$ cat src/rtl/qspi_line_fill.sv
// Quad-SPI line-fill engine: fetches one cache line with a 0xEB fast read
// and replays it to the cache as a gap-free burst of nibbles, low nibble first.
module qspi_line_fill #(
   parameter int LINE_LENGTH = 4,
   parameter int PA          = 22,
   parameter int DUMMY       = 4
) (
   input  logic                              clk,
   input  logic                              reset,
   input  logic                              pull,
   input  logic [PA-$clog2(LINE_LENGTH)-1:0] tag,
   output logic [3:0]                        dread,
   output logic                              wstrobe_d,
   output logic                              busy,
   output logic                              spi_cs_n,
   output logic                              spi_sck,
   output logic [3:0]                        spi_io_out,
   output logic [3:0]                        spi_io_oe,
   input  logic [3:0]                        spi_io_in
);
   localparam int LB   = $clog2(LINE_LENGTH);
   localparam int TW   = PA - LB;
   localparam int LW   = 8 * LINE_LENGTH;
   localparam int NN   = 2 * LINE_LENGTH;
   localparam int NMAX = (NN > DUMMY) ? ((NN > 6) ? NN : 6) : DUMMY;
   localparam int CW   = $clog2(NMAX);

   typedef enum logic [2:0] {
      S_IDLE, S_CMD, S_ADDR, S_DUMMY, S_DATA, S_BURST, S_DONE
   } state_e;

   state_e        state_q, state_d, nxt;
   logic [CW-1:0] cnt_q, cnt_d, last;
   logic          phase_q, phase_d;
   logic [TW-1:0] tag_q, tag_d;
   logic [LW-1:0] line_q, line_d;
   logic [23:0]   addr;
   logic [CW+1:0] sh;
   logic          on_bus;

   assign addr   = 24'({tag_q, {LB{1'b0}}});
   assign on_bus = state_q inside {S_CMD, S_ADDR, S_DUMMY, S_DATA};
   assign busy     = (state_q != S_IDLE);
   assign spi_cs_n = ~on_bus;
   assign spi_sck  = on_bus & phase_q;
   // Flash sends each byte high nibble first, so nibble slot = count ^ 1.
   assign sh = {cnt_q ^ CW'(1), 2'b00};

   always_comb begin
      state_d    = state_q;
      cnt_d      = cnt_q;
      phase_d    = 1'b0;
      tag_d      = tag_q;
      line_d     = line_q;
      last       = '0;
      nxt        = S_IDLE;
      spi_io_out = 4'h0;
      spi_io_oe  = 4'h0;
      wstrobe_d  = 1'b0;
      dread      = 4'h0;
      unique case (state_q)
         S_IDLE: begin
            if (pull) begin
               tag_d   = tag;
               cnt_d   = '0;
               state_d = S_CMD;
            end
         end
         S_CMD: begin
            last       = CW'(1);
            nxt        = S_ADDR;
            spi_io_oe  = 4'hF;
            spi_io_out = cnt_q[0] ? 4'hB : 4'hE;
         end
         S_ADDR: begin
            last       = CW'(5);
            nxt        = (DUMMY > 0) ? S_DUMMY : S_DATA;
            spi_io_oe  = 4'hF;
            spi_io_out = 4'(addr >> {3'd5 - cnt_q[2:0], 2'b00});
         end
         S_DUMMY: begin
            last = CW'(DUMMY - 1);
            nxt  = S_DATA;
         end
         S_DATA: begin
            last = CW'(NN - 1);
            nxt  = S_BURST;
            if (phase_q) begin
               line_d = (line_q & ~(LW'(4'hF) << sh))
                      | (LW'(spi_io_in) << sh);
            end
         end
         S_BURST: begin
            wstrobe_d = 1'b1;
            dread     = 4'(line_q >> {cnt_q, 2'b00});
            if (cnt_q == CW'(NN - 1)) begin
               cnt_d   = '0;
               state_d = S_DONE;
            end else begin
               cnt_d = cnt_q + 1'b1;
            end
         end
         S_DONE: state_d = S_IDLE;
         default: state_d = S_IDLE;
      endcase
      if (on_bus) begin
         phase_d = ~phase_q;
         if (phase_q) begin
            if (cnt_q == last) begin
               cnt_d   = '0;
               state_d = nxt;
            end else begin
               cnt_d = cnt_q + 1'b1;
            end
         end
      end
   end

   always_ff @(posedge clk) begin
      if (reset) begin
         state_q <= S_IDLE;
         cnt_q   <= '0;
         phase_q <= 1'b0;
      end else begin
         state_q <= state_d;
         cnt_q   <= cnt_d;
         phase_q <= phase_d;
      end
      tag_q  <= tag_d;
      line_q <= line_d;
   end
endmodule

$ cat config.mk
export PLATFORM = sky130hd
export DESIGN_NAME = qspi_line_fill
export DESIGN_NICKNAME = d
export VERILOG_FILES = /design/src/rtl/qspi_line_fill.sv
export SDC_FILE = /design/constraint.sdc
export NUM_CORES = 1
export LEC_CHECK = 0
export ABC_AREA = 0
export CORE_UTILIZATION = 50
export CTS_CLUSTER_DIAMETER = 100
export DETAILED_ROUTE_END_ITERATION = 16
export PLACE_DENSITY_LB_ADDON = 0.2
export SYNTH_ARGS = -nofsm -noshare
export SYNTH_HDL_FRONTEND = slang
export SYNTH_SLANG_ARGS = --single-unit
$ cat constraint.sdc
create_clock -name clk -period 2.5 [get_ports clk]
set_clock_uncertainty 0.2 [all_clocks]
set_input_delay 0.5 -clock clk [delete_from_list [all_inputs] [get_ports clk]]
set_output_delay 0.5 -clock clk [all_outputs]
set_load 0.02 [all_outputs]
==> results <==
-- area by class of cell --
type	instances	share of cell area
Tap cell	75	0.02397
Inverter	15	0.01438
Clock buffer	9	0.03164
Timing Repair Buffer	68	0.1499
Sequential cell	59	0.4359
Multi-Input combinational cell	167	0.3308
Clock inverter	7	0.01342
-- critical path, stage by stage, from the launching register on --
cell	delay [ps]
dfxtp_1	350
buf_4	170
inv_1	90
nand3_1	230
inv_1	200
dlygate4sd2_1	350
-- worst paths after layout --
path           endpoint  slack [ps]  cells after the start
max           wstrobe_d          50                      5
min          line_q[28]         390                      1
max reg2reg  state_q[0]         440                      6
min reg2reg  line_q[28]         390                      1
-- placed cells by master (no fill, tap or decap), drive strengths merged, types with 8 or more instances in the layout --
cell type	instances
edfxtp	52
buf	32
nand2	28
clkdlybuf4s50	26
a22o	25
inv	15
nand2b	12
nor2	11
o21ai	11
clkbuf	11
a21oi	9
mux4	8
mux2i	8
-- cells in the mapped netlist (all sizes together) (3+ instances only) --
library cell,number
edfxtp,52
nand2,28
a22o,25
buf,17
inv,14
nand2b,12
nor2,11
o21ai,11
a21oi,9
mux2i,8
mux4,8
dfxtp,7
o22ai,7
ha,6
nor3,6
clkbuf,4
a211oi,3
or2,3
-- logic make-up (layout without fill, tap and decap cells) --
kind of cell | after synthesis | count (layout) | share of synthesized area
xor gates and xnor gates | 2 | 2 | 0.005539
adders and majority gates | 6 | 6 | 0.02373
DFF | 59 | 59 | 0.5380
buffers and inverters | 36 | 99 | 0.05775
muxes | 17 | 17 | 0.08584
and+or+nand+nor | 71 | 71 | 0.1147
AOI/OAI and AO/OA | 71 | 71 | 0.1744
-- per-layer routing --
metal / vias up / wire length [um] / GRT usage
met5: - / 0 / 0
met4: 0 / 219 / 0.1357
li1: 1118 / - / -
met1: 1126 / 3009 / 0.2887
met3: 23 / 423 / 0.05778
met2: 95 / 3481 / 0.3950
-- power groups by stage --
| stage | Combinational [mW] | Clock (mW) | Sequential (mW) |
|---|---|---|---|
| final | 1.00 | 0.779 | 1.21 |
| after global routing | 1.09 | 0.845 | 1.21 |
| after CTS | 1.00 | 0.797 | 1.21 |
| after detailed placement | 1.05 | 0 | 1.22 |
| after global placement | 1.04 | 0 | 1.22 |
| after floorplan | 0.739 | 0 | 1.21 |
-- state kept, by name, summed over array words and instances (netlist names) --
name and count:
cnt_q 3, phase_q 1, line_q 32, tag_q 20, state_q 3
-- through the flow --
stage          area [um2]  total power, mW  hold slack, ps
3_5_place_dp         3764            2.274           363.9
2_1_floorplan        3168            1.951           331.8
5_1_grt              3915            3.143           392.2
4_1_cts              3918            3.002           384.7
3_3_place_gp         3764            2.259           360.0
6_report             3915            2.986           385.7
-- repair_timing --
action	CTS	global route
resized for setup	40	9
cloned	0	0
pin swaps	0	0
setup endpoints to repair	16	6
==> impl_metrics.py <==
metrics = {
    "synthesis": {
        "async_reset_ff_frac": 0,
        "yosys-top-cells-area": "edfxtp_1 (49%), a22o_1 (6.9%), mux4_2 (5.7%), dfxtp_1 (4.4%), nand2_1 (3.3%)",
        "yosys_register_bits": 59,
        "synth_edf_count": 52,
        "synth_area_mm2": 0.003163,
        "yosysWarnings": 0,
        "synth_area_per_cell_um2": 12.07,
        "synthFlopType": "edfxtp_1",
        "ys_types": 53,
        "syn_nets": 295,
        "synth-seq-area-share": 0.5380,
        "synth_top_area_share": 0.4937,
        "synth.largest_area_cell": "edfxtp_1",
        "syn_inst": 262,
    },
    "setup_path": {
        "crit_type": "reg2out",
        "cp_data_required_time_ps": 1800,
        "critPathArrivalTime_ps": 1750,
        "r2r-start": "state_q[1]",
        "start_kind": "flop",
        "cp_max_fo": 6,
        "startpoint": "state_q[1]",
        "endpoint_kind": "output port",
    },
    "route": {
        "ant_nets": 0,
        "dr.first_iter.drc_count": 162,
        "remaining_drc_errors": 0,
        "firstDrtPassIters": 5,
        "wl_per_cell_um": 17.84,
        "routed_wl_um": 7134,
        "routed_via_density": 5.905,
        "via_count": 2362,
    },
    "clock_tree": {
        "cts_inserted_buffers": 9,
        "cts_hold_buf": 0,
        "insertion_delay_ps": 350,
        "cts_root_buffer": "clkbuf_8",
        "cts_setup_buffers": 0,
        "htree_levels": 3,
        "cts_tree": "done",
        "clock-sinks": 59,
        "clk_pin_slew_worst_paths_ps": 70,
        "cts_buffer_depth": 2,
    },
    "global_route": {
        "overflow": 0,
        "grt_pass1_vias": 2400,
        "track_usage": 0.2407,
        "grt_pass1_wl_um": 11620,
        "antenna_found_initial": 0,
        "grt_max_degree": 33,
    },
    "layout": {
        "nNetsFinal": 353,
        "diodes": 0,
        "regArea_mm2": 0.001707,
        "fillers": 490,
        "fin_util": 0.6497,
        "drive_gt1_frac": 0.2277,
        "multi_input_area_mm2": 0.001295,
        "synthToLayoutAreaGrowth_pct": 23.77,
        "stdcell_count": 400,
    },
    "placed_design": {
        "dpl.cell_count": 384,
        "dp_slack_ps": -34.25,
        "gp_congestion": 0.8359,
        "port_buffers": 42,
        "dp_hpwl_um": 5136,
    },
    "power": {
        "p_leak_nw": 1.469,
        "p_comb_frac": 0.335,
        "power_density_mw_per_mm2": 762.7,
        "p_int_mw": 1.989,
        "switching_power_mw": 0.9973,
        "p_clk_frac": 0.261,
        "power_frac_seq": 0.404,
        "swShare": 0.3340,
        "peakVddDrop_uv": 519.3,
    },
    "timing": {
        "min_period_ps": 2445,
        "setup_violations": 0,
        "hold_viol": 0,
        "worst_slack_ps": 54.89,
        "worst-slew-pin-transition_ps": 408.6,
        "setup_tns_ps": 0,
        "drv_slew": 0,
        "slew_headroom": 0.7268,
        "rsz0062_at_grt": "yes",
        "period_share": 0.9780,
        "fmaxAchievable_ghz": 0.4090,
    },
    "die": {
        "ioPinCount": 43,
        "rows": 28,
        "die_x_um": 81.54,
        "dieHeight_um": 81.54,
        "die_area_mm2": 0.006648,
        "start_util": 0.5249,
        "coreArea_mm2": 0.006026,
    },
    "outcome": {
        "status": "finished clean",
    },
    "worst_hold_path": {
        "hold_start": "line_q[28]",
        "hold_path.class": "reg2reg",
    },
    "job": {
        "max_cap_viol_count": 0,
    },
}
(Power assumes the default switching activity.)
